[config.mk]
export PLATFORM = sky130hd
export DESIGN_NAME = voice_allocator
export DESIGN_NICKNAME = d
export VERILOG_FILES = /design/src/rtl/voice_allocator.sv
export SDC_FILE = /design/constraint.sdc
export NUM_CORES = 1
export LEC_CHECK = 0
export ABC_CLOCK_PERIOD_IN_PS = 9000
export BUFFER_PORTS_ARGS = -buffer_cell sky130_fd_sc_hd__buf_4
export CORE_MARGIN = 1
export CORE_UTILIZATION = 30
export CTS_CLUSTER_DIAMETER = 60
export DETAILED_ROUTE_END_ITERATION = 10
export PLACE_DENSITY_LB_ADDON = 0.25
export SYNTH_ARGS = -nofsm -noshare
export SYNTH_HDL_FRONTEND = slang
export SYNTH_SLANG_ARGS = --single-unit
[constraint.sdc]
create_clock -name clk_in -period 9 [get_ports clk_in]
set_input_delay 1.8 -clock clk_in [delete_from_list [all_inputs] [get_ports clk_in]]
set_output_delay 1.8 -clock clk_in [all_outputs]
set_load 0.005 [all_outputs]
[src/rtl/voice_allocator.sv]
// Voice slot allocator: maps note-on/off events onto NUM_VOICES slots with
// oldest-voice stealing, panic release and a held-off change pulse.
module voice_allocator #(
  parameter int unsigned NUM_VOICES = 5,
  parameter int unsigned FIRST_SLOT = 1,
  parameter int unsigned HOLDOFF    = 16
) (
  input  logic                        clk_in,
  input  logic                        rst_in,
  input  logic                        event_valid_in,
  output logic                        event_ready_out,
  input  logic                        event_on_in,
  input  logic [7:0]                  note_in,
  input  logic [7:0]                  velocity_in,
  input  logic                        panic_in,
  output logic [NUM_VOICES-1:0]       on_array_out,
  output logic [NUM_VOICES-1:0][15:0] midi_burst_data_out,
  output logic                        midi_burst_change_out,
  output logic                        busy_out
);

  localparam int unsigned IW        = (NUM_VOICES > 1) ? $clog2(NUM_VOICES) : 1;
  localparam int unsigned HW        = (HOLDOFF > 1) ? $clog2(HOLDOFF) : 1;
  localparam int unsigned HOLD_LAST = (HOLDOFF > 0) ? HOLDOFF - 1 : 0;
  localparam int unsigned LAST_SLOT = NUM_VOICES - 1;

  typedef enum logic [2:0] {
    S_IDLE, S_SCAN, S_APPLY, S_ANNOUNCE, S_HOLD
  } state_t;

  state_t                       r_state;
  state_t                       w_next;
  logic                         r_pend;
  logic                         r_ev_on;
  logic [7:0]                   r_ev_note;
  logic [7:0]                   r_ev_vel;
  logic [IW-1:0]                r_idx;
  logic                         r_match_found;
  logic [IW-1:0]                r_match_idx;
  logic                         r_free_found;
  logic [IW-1:0]                r_free_idx;
  logic                         r_old_found;
  logic [IW-1:0]                r_old_idx;
  logic [7:0]                   r_old_age;
  logic [HW-1:0]                r_hold_cnt;
  logic                         r_change;
  logic [NUM_VOICES-1:0]        r_on;
  logic [NUM_VOICES-1:0][15:0]  r_data;
  logic [7:0]                   r_age [NUM_VOICES];

  logic                         w_ready;
  logic                         w_accept;
  logic                         w_panic_go;
  logic                         w_apply;
  logic [IW-1:0]                w_target;

  assign w_apply  = r_ev_on | r_match_found;
  assign w_target = r_match_found ? r_match_idx :
                    (r_free_found ? r_free_idx : r_old_idx);

  // State register
  always_ff @(posedge clk_in or posedge rst_in) begin
    if (rst_in) r_state <= S_IDLE;
    else        r_state <= w_next;
  end

  // Next-state logic
  always_comb begin
    w_next = r_state;
    unique case (r_state)
      S_IDLE: begin
        if (panic_in || r_pend)  w_next = S_ANNOUNCE;
        else if (event_valid_in) w_next = S_SCAN;
      end
      S_SCAN:     if (r_idx == IW'(LAST_SLOT)) w_next = S_APPLY;
      S_APPLY:    w_next = w_apply ? S_ANNOUNCE : S_IDLE;
      S_ANNOUNCE: w_next = (HOLDOFF == 0) ? S_IDLE : S_HOLD;
      S_HOLD:     if (r_hold_cnt == HW'(HOLD_LAST)) w_next = S_IDLE;
      default:    w_next = S_IDLE;
    endcase
  end

  // Handshake and panic decode; panic in IDLE wins over a simultaneous event
  always_comb begin
    w_ready    = 1'b0;
    w_accept   = 1'b0;
    w_panic_go = 1'b0;
    if (r_state == S_IDLE) begin
      w_panic_go = panic_in | r_pend;
      w_ready    = ~r_pend & ~rst_in;
      w_accept   = w_ready & event_valid_in & ~panic_in;
    end
  end

  assign event_ready_out       = w_ready;
  assign busy_out              = (r_state != S_IDLE);
  assign on_array_out          = r_on;
  assign midi_burst_data_out   = r_data;
  assign midi_burst_change_out = r_change;

  // Event capture, slot scan bookkeeping, hold counter and pulse
  always_ff @(posedge clk_in or posedge rst_in) begin
    if (rst_in) begin
      r_pend        <= 1'b0;
      r_ev_on       <= 1'b0;
      r_ev_note     <= '0;
      r_ev_vel      <= '0;
      r_idx         <= '0;
      r_match_found <= 1'b0;
      r_match_idx   <= '0;
      r_free_found  <= 1'b0;
      r_free_idx    <= '0;
      r_old_found   <= 1'b0;
      r_old_idx     <= '0;
      r_old_age     <= '0;
      r_hold_cnt    <= '0;
      r_change      <= 1'b0;
    end else begin
      if (r_state != S_IDLE && panic_in) r_pend <= 1'b1;
      else if (r_state == S_IDLE)        r_pend <= 1'b0;

      if (w_accept) begin
        r_ev_on       <= event_on_in & (velocity_in != 8'd0);
        r_ev_note     <= note_in;
        r_ev_vel      <= velocity_in;
        r_idx         <= IW'(FIRST_SLOT);
        r_match_found <= 1'b0;
        r_free_found  <= 1'b0;
        r_old_found   <= 1'b0;
        r_old_age     <= '0;
      end else if (r_state == S_SCAN) begin
        r_idx <= r_idx + IW'(1);
        if (r_on[r_idx] && r_data[r_idx][15:8] == r_ev_note && !r_match_found) begin
          r_match_found <= 1'b1;
          r_match_idx   <= r_idx;
        end
        if (!r_on[r_idx] && !r_free_found) begin
          r_free_found <= 1'b1;
          r_free_idx   <= r_idx;
        end
        // strict '>' keeps the lowest index on equal ages
        if (r_on[r_idx] && (!r_old_found || r_age[r_idx] > r_old_age)) begin
          r_old_found <= 1'b1;
          r_old_idx   <= r_idx;
          r_old_age   <= r_age[r_idx];
        end
      end

      if (r_state == S_HOLD) r_hold_cnt <= r_hold_cnt + HW'(1);
      else                   r_hold_cnt <= '0;

      r_change <= (w_next == S_ANNOUNCE);
    end
  end

  // Slot image: cleared by panic, otherwise only touched in APPLY
  always_ff @(posedge clk_in or posedge rst_in) begin
    if (rst_in) begin
      r_on   <= '0;
      r_data <= '0;
      for (int unsigned i = 0; i < NUM_VOICES; i++) r_age[i] <= '0;
    end else if (w_panic_go) begin
      r_on   <= '0;
      r_data <= '0;
      for (int unsigned i = 0; i < NUM_VOICES; i++) r_age[i] <= '0;
    end else if (r_state == S_APPLY) begin
      for (int unsigned i = FIRST_SLOT; i < NUM_VOICES; i++) begin
        if (r_ev_on) begin
          if (IW'(i) == w_target) begin
            r_on[i]   <= 1'b1;
            r_age[i]  <= '0;
            r_data[i] <= r_match_found ? {r_data[i][15:8], r_ev_vel} : {r_ev_note, r_ev_vel};
          end else if (r_on[i] && r_age[i] != 8'hFF) begin
            r_age[i] <= r_age[i] + 8'd1;
          end
        end else if (r_match_found && IW'(i) == r_match_idx) begin
          r_on[i]   <= 1'b0;
          r_data[i] <= '0;
          r_age[i]  <= '0;
        end
      end
    end
  end

endmodule
Yosys cells after proc, flatten, opt, wreduce, memory -nomap -nowiden
Cells that the tools add are included.

Bits in registers: 149. Input bits: 21. Logic and storage cells: 212. Output and inout bits: 88.

Muxes and demuxes: 82. Bitwise operators: 11. Add/sub/neg operators: 6. Magnitude comparators: 3. Reductions and logical operators: 50. Eq/ne operators: 29.

Operators with widths (number): $mux 16 (14); $mux 8 (21); $mux 64 (2); $mux 32 (2); $bmux 16 s3 (1); $reduce_and 3->1 (11); $add 8x1->8 const B (4); $ne 8x8->1 const B (4); $mux 1 (27); $bmux 8 s3 (1); $mux 3 (8); $ne 4x1->1 const B (4); $reduce_and 4->1 (4); $pmux 3 s5 (1); $reduce_bool 3->1 (5); $logic_and 1x1->1 (13); $eq 2x3->1 const A (4); $mux 4 (3); $ne 3x1->1 const B (4); $reduce_bool 2->1 (6); $eq 3x2->1 const B (3); $eq 8x8->1 (1); $gt 8x8->1 (1); $reduce_bool 8->1 (1); other kinds (20) (36).

Longest topological paths before layout
Word-level depth: 10. Gate-level depth with buffers: 17. Gate-level depth less buffers: 13.

Worst setup path before layout
No wires, ideal clock.

Path type: input -> register. Start point: input port rst_in. End point: register r_idx[0]. Library setup time: 0.078 ns. Stages on the path: 6. Required time: 8.922 ns. Slack: 2.652 ns. Arrival time: 6.271 ns. Path buffers: 1. Path through: inv_1 > nand4_1 > clkinv_1 > clkbuf_1 > nor3_1 > a21oi_1.

Cells in the longest elaborated chain, start to end: 6. Elaborated cells on any way between the ends: 7. Classes of those cells: mux (2); bitwise (4); reduce/logical (1).

Ends and longest elaborated chain: start: declaration (line 9) `input logic rst_in,`; $not 1->1 (*) (line 90) `w_ready = ~r_pend & ~rst_in;`; $and 1x1->1 (*) (line 90); $and 1x1->1 (*) (2 in a row) (line 91) `w_accept = w_ready & event_valid_in & ~panic_in;`; $mux 1 (*) (line 88) `if (r_state == S_IDLE) begin`; $mux 3 / $reduce_bool 2->1 (equally long branches); end signal: assignment (line 126) `r_idx <= IW'(FIRST_SLOT);`; end signal: assignment (line 132) `r_idx <= r_idx + IW'(1);`; end: declaration (line 37) `logic [IW-1:0] r_idx;`.

Every way passes the cells marked *; elsewhere a longest branch is shown, timed or not. A chain may end at the register's enable or synchronous reset.

Final worst setup path
Start point: input port rst_in. End point: output port event_ready_out.

Cells in the longest elaborated chain, start to end: 3.

Ends and longest elaborated chain: $not 1->1 (line 90); $and 1x1->1 (line 90); $mux 1 (line 88); end: declaration (line 11) `output logic event_ready_out,`.

Every way passes these cells.

==> reports/summary.md <==
* 108 — pin count of the biggest net entering global routing
* 19700 um — DRT Wirelength
* 0 — post-CTS setup-driven buffer insertion count
* 149 — clock tree sinks
* yes — clock tree from TritonCTS
* 0.0251 mm^2 — area of the die
* 91 — number of buffers inserted by port buffering
* 149 — number of synthesized register bits
* 63 — number of different library cells in the post-synthesis netlist
* 2.26% — xor/xnor share of the synthesized area
* 0 — Final Hold Violating Endpoints
* buf_4 — Worst path most repeated cell
* 5506 — number of global-route vias before repair
* 909 — count of nets after finishing
* 24.8% — GR met2 Demand/Resource
* 0.00827 mm^2 — cell area after placement
* 4810 ps — minimum setup slack after placement
* buf_4 -> nor3_1 -> buf_4 — cell chain of the critical path
* rst_in — CP startpoint
* 0 — GRT Residual Overflow
* 785 — gate count after technology mapping
* met2 — GR peak layer
* 5832 — overall via count from detail_route
* 2240 ps — critical path data arrival time
* 11.7 ps — largest clock skew in the final design
* 0 — count of maximum capacitance violations
* r_idx[2] — reg-to-reg startpoint
* r_hold_cnt[0] — hold_sp
* 9.36 um^2 — Post-Synthesis Mean Instance Area
* 50.7% — share of Yosys cell area claimed by the top area cell type
* 2443 — Layout fillers
* 16.3 um — Routed WL per cell
* 0.172 mV — peak ir drop on the vdd network
* 2.69 mW — Total Power
* 0.00883 mm^2 — summed area of non-filler cells in the final layout
* 4.09 nW — leakage power
* buffers and inverters — gate family responsible for the most delay along the worst path
* 16.5% — GRT Total Usage
* finished, final reports clean — result of the run
* 4960 ps — post-route worst setup slack
* 50.7% — portion of the post-synthesis area used by sequential elements
* 1205 — post-route insts no fill
* 460 ps — hold slack
* 4 — CTS H-tree lvls
* 18.4% — fraction of layout instances using a drive strength above 1
* 5 — total iterations of the first detailed-routing run
* 2.55% — Synth Area in Adders
* 331 — count of routing violations after the opening detailed-route iteration
* 0 — Final ANT Viol Nets
* 31000 um — first-pass GRT wire length
* 159 um — vertical extent of the die
* 20.2% — Layout area overhead
* 0 — initial antenna violation count
* 180 ps — largest incremental delay on the critical path
* 4.84 — number of vias per cell
* 5.23% — multiplexer share of the synthesized area
* 3.21% — met3 global-route usage
* 44.9% — final clock period utilization by the worst path
* 0.247 GHz — max frequency
* nand2_1 — most frequent standard cell in the layout excluding fill and tap cells
* 0.0238 mm^2 — core outline area
* 1173 — placed cells
* 0 ps — Sum Neg Setup Slack
* 0 — yosys synthesis warning count
* 2 — worst path bufs/invs
* 70 ps — clock slew at reported path FFs
* 18.5% — share of synthesized cell area in and, or, nand and nor gates
* 0 — number of enable-type register cells in the synthesized netlist
* 159 um — floorplan die width
* 30.9% — starting density of the core
* 0 — final count of negative-setup-slack endpoints
* dfrtp_1 (51%), nand2_1 (9.6%), o21ai_0 (7.0%) — biggest area contributors in the synthesized netlist
* 4040 ps — Min Clock Period, post-route
* 0 — count of hold-fix buffers inserted at cts
* 0 — Residual DRC
* 1030 ps — Slew @ Worst Pin
* 2 — critical path fanouts, max
* 31.1% — headroom to the max-slew limit
* dfrtp_1 — dominant synthesized flop cell
* 56 — number of core rows
* 0 — ant diodes
* 100% — fraction of registers with async set/reset
* clkbuf_16 — clock root buffer master
* 17 — TritonCTS Buffers
* 430 ps — clock network latency to the later pin of the worst-skew pair
* 0 — Gates resized, CTS repair
* 0 — pins over their slew limit
* reg -> reg — Min-Delay Path Class
* 16.1% — post-synthesis compound-gate area fraction
* simple AND/OR/NAND/NOR gates — dominant combinational cell family by area after synthesis
* 2 — maximum count of clock buffers along a single path
* 0.835 — weighted congestion reported at the end of routability-driven placement
* nand2_1 (187), dfrtp_1 (149), o21ai_0 (103), buf_4 (95), nor2_1 (47) — highest-count cells in the layout ignoring fill and taps
* 109 — number of primary I/O pins
* input pin — startpoint types
* nor3_1 — Slowest-stage cell, CP
* 0.00735 mm^2 — post-synthesis instance area
* 14200 um — final HPWL from detailed placement
* dfrtp_1 — Synth area leader
* 7200 ps — required arrival time at the worst endpoint
* primary output — endpoint class of the critical path
* no — setup repair after global routing missed its margin
* 37.2% — Finished Core Util
* in -> out — Setup Crit Path Kind
* 23.3% — M1 GR Usage
* 304 mW/mm^2 — power per unit of standard cell area
-- flip-flops by register name, summed over array words and instances, names as in the netlist --
register	cells
on_array_out	4
r_ev_vel	8
r_pend	1
r_ev_note	8
r_free_idx	3
r_ev_on	1
r_hold_cnt	4
r_idx	3
r_match_found	1
r_old_age	8
r_old_idx	3
r_free_found	1
r_state	3
midi_burst_data_out	64
r_age	32
r_match_idx	3
r_old_found	1
midi_burst_change_out	1
-- final timing paths --
path	end	slack, ps	cells after the start
max	event_ready_out	4960	3
min	r_hold_cnt[0]	460	1
max reg2reg	r_old_idx[1]	5030	11
min reg2reg	r_hold_cnt[0]	460	1
max in group asynchronous	r_ev_on	6230	3
min in group asynchronous	midi_burst_data_out[48]	1590	2
-- where the power goes --
part / internal [mW] / total (mW) / switching, mW / leakage, nW
combinational: 0.386 / 0.956 / 0.570 / 1.81
sequential: 0.850 / 1.05 / 0.202 / 2.01
clock: 0.394 / 0.681 / 0.287 / 0.272
-- logic make-up after synthesis --
| logic type | after synthesis |
|---|---|
| XOR/XNOR | 19 |
| AND/OR/NAND/NOR | 310 |
| buffers and inverters | 62 |
| adder cells (fa/ha/maj) | 15 |
| AO/OA/AOI/OAI | 193 |
| multiplexers | 36 |
| other | 1 |
| flip-flops | 149 |
-- routing by layer --
layer / routed length (um) / part of all wire [%]
met5: 0 / 0
met4: 359 / 1.8
met3: 970 / 4.9
met2: 8560 / 43
met1: 9810 / 50
-- final cells by class --
cell class / instances / area, um^2 / area share (%)
repair buffers: 95 / 713 / 8.07
multi-input cells: 590 / 3350 / 37.9
flip-flops and latches: 149 / 3730 / 42.2
well taps: 319 / 399 / 4.52
inverters: 20 / 80.1 / 0.907
clock buffers: 20 / 457 / 5.17
clock inverters: 12 / 104 / 1.18
-- synth_stat cells, types with 4 or more instances --
cell      instances
a32oi_1           4
a21oi_1          23
mux2i_1          20
a31oi_1           6
xnor2_1           8
buf_4            20
nand2_1         187
nand4_1           8
clkbuf_1         13
o21a_1            8
o21ai_0         103
xor2_1           11
o21ai_1           6
nor3_1            8
a32o_1            4
mux2_2           15
nor2_1           47
nand3_1          19
nand2b_1          6
inv_1            16
o41ai_1           5
o31ai_1          11
dfrtp_1         149
buf_2             6
and3_1           10
ha_1             15
Note: power is estimated with default switching activity, not from simulation.
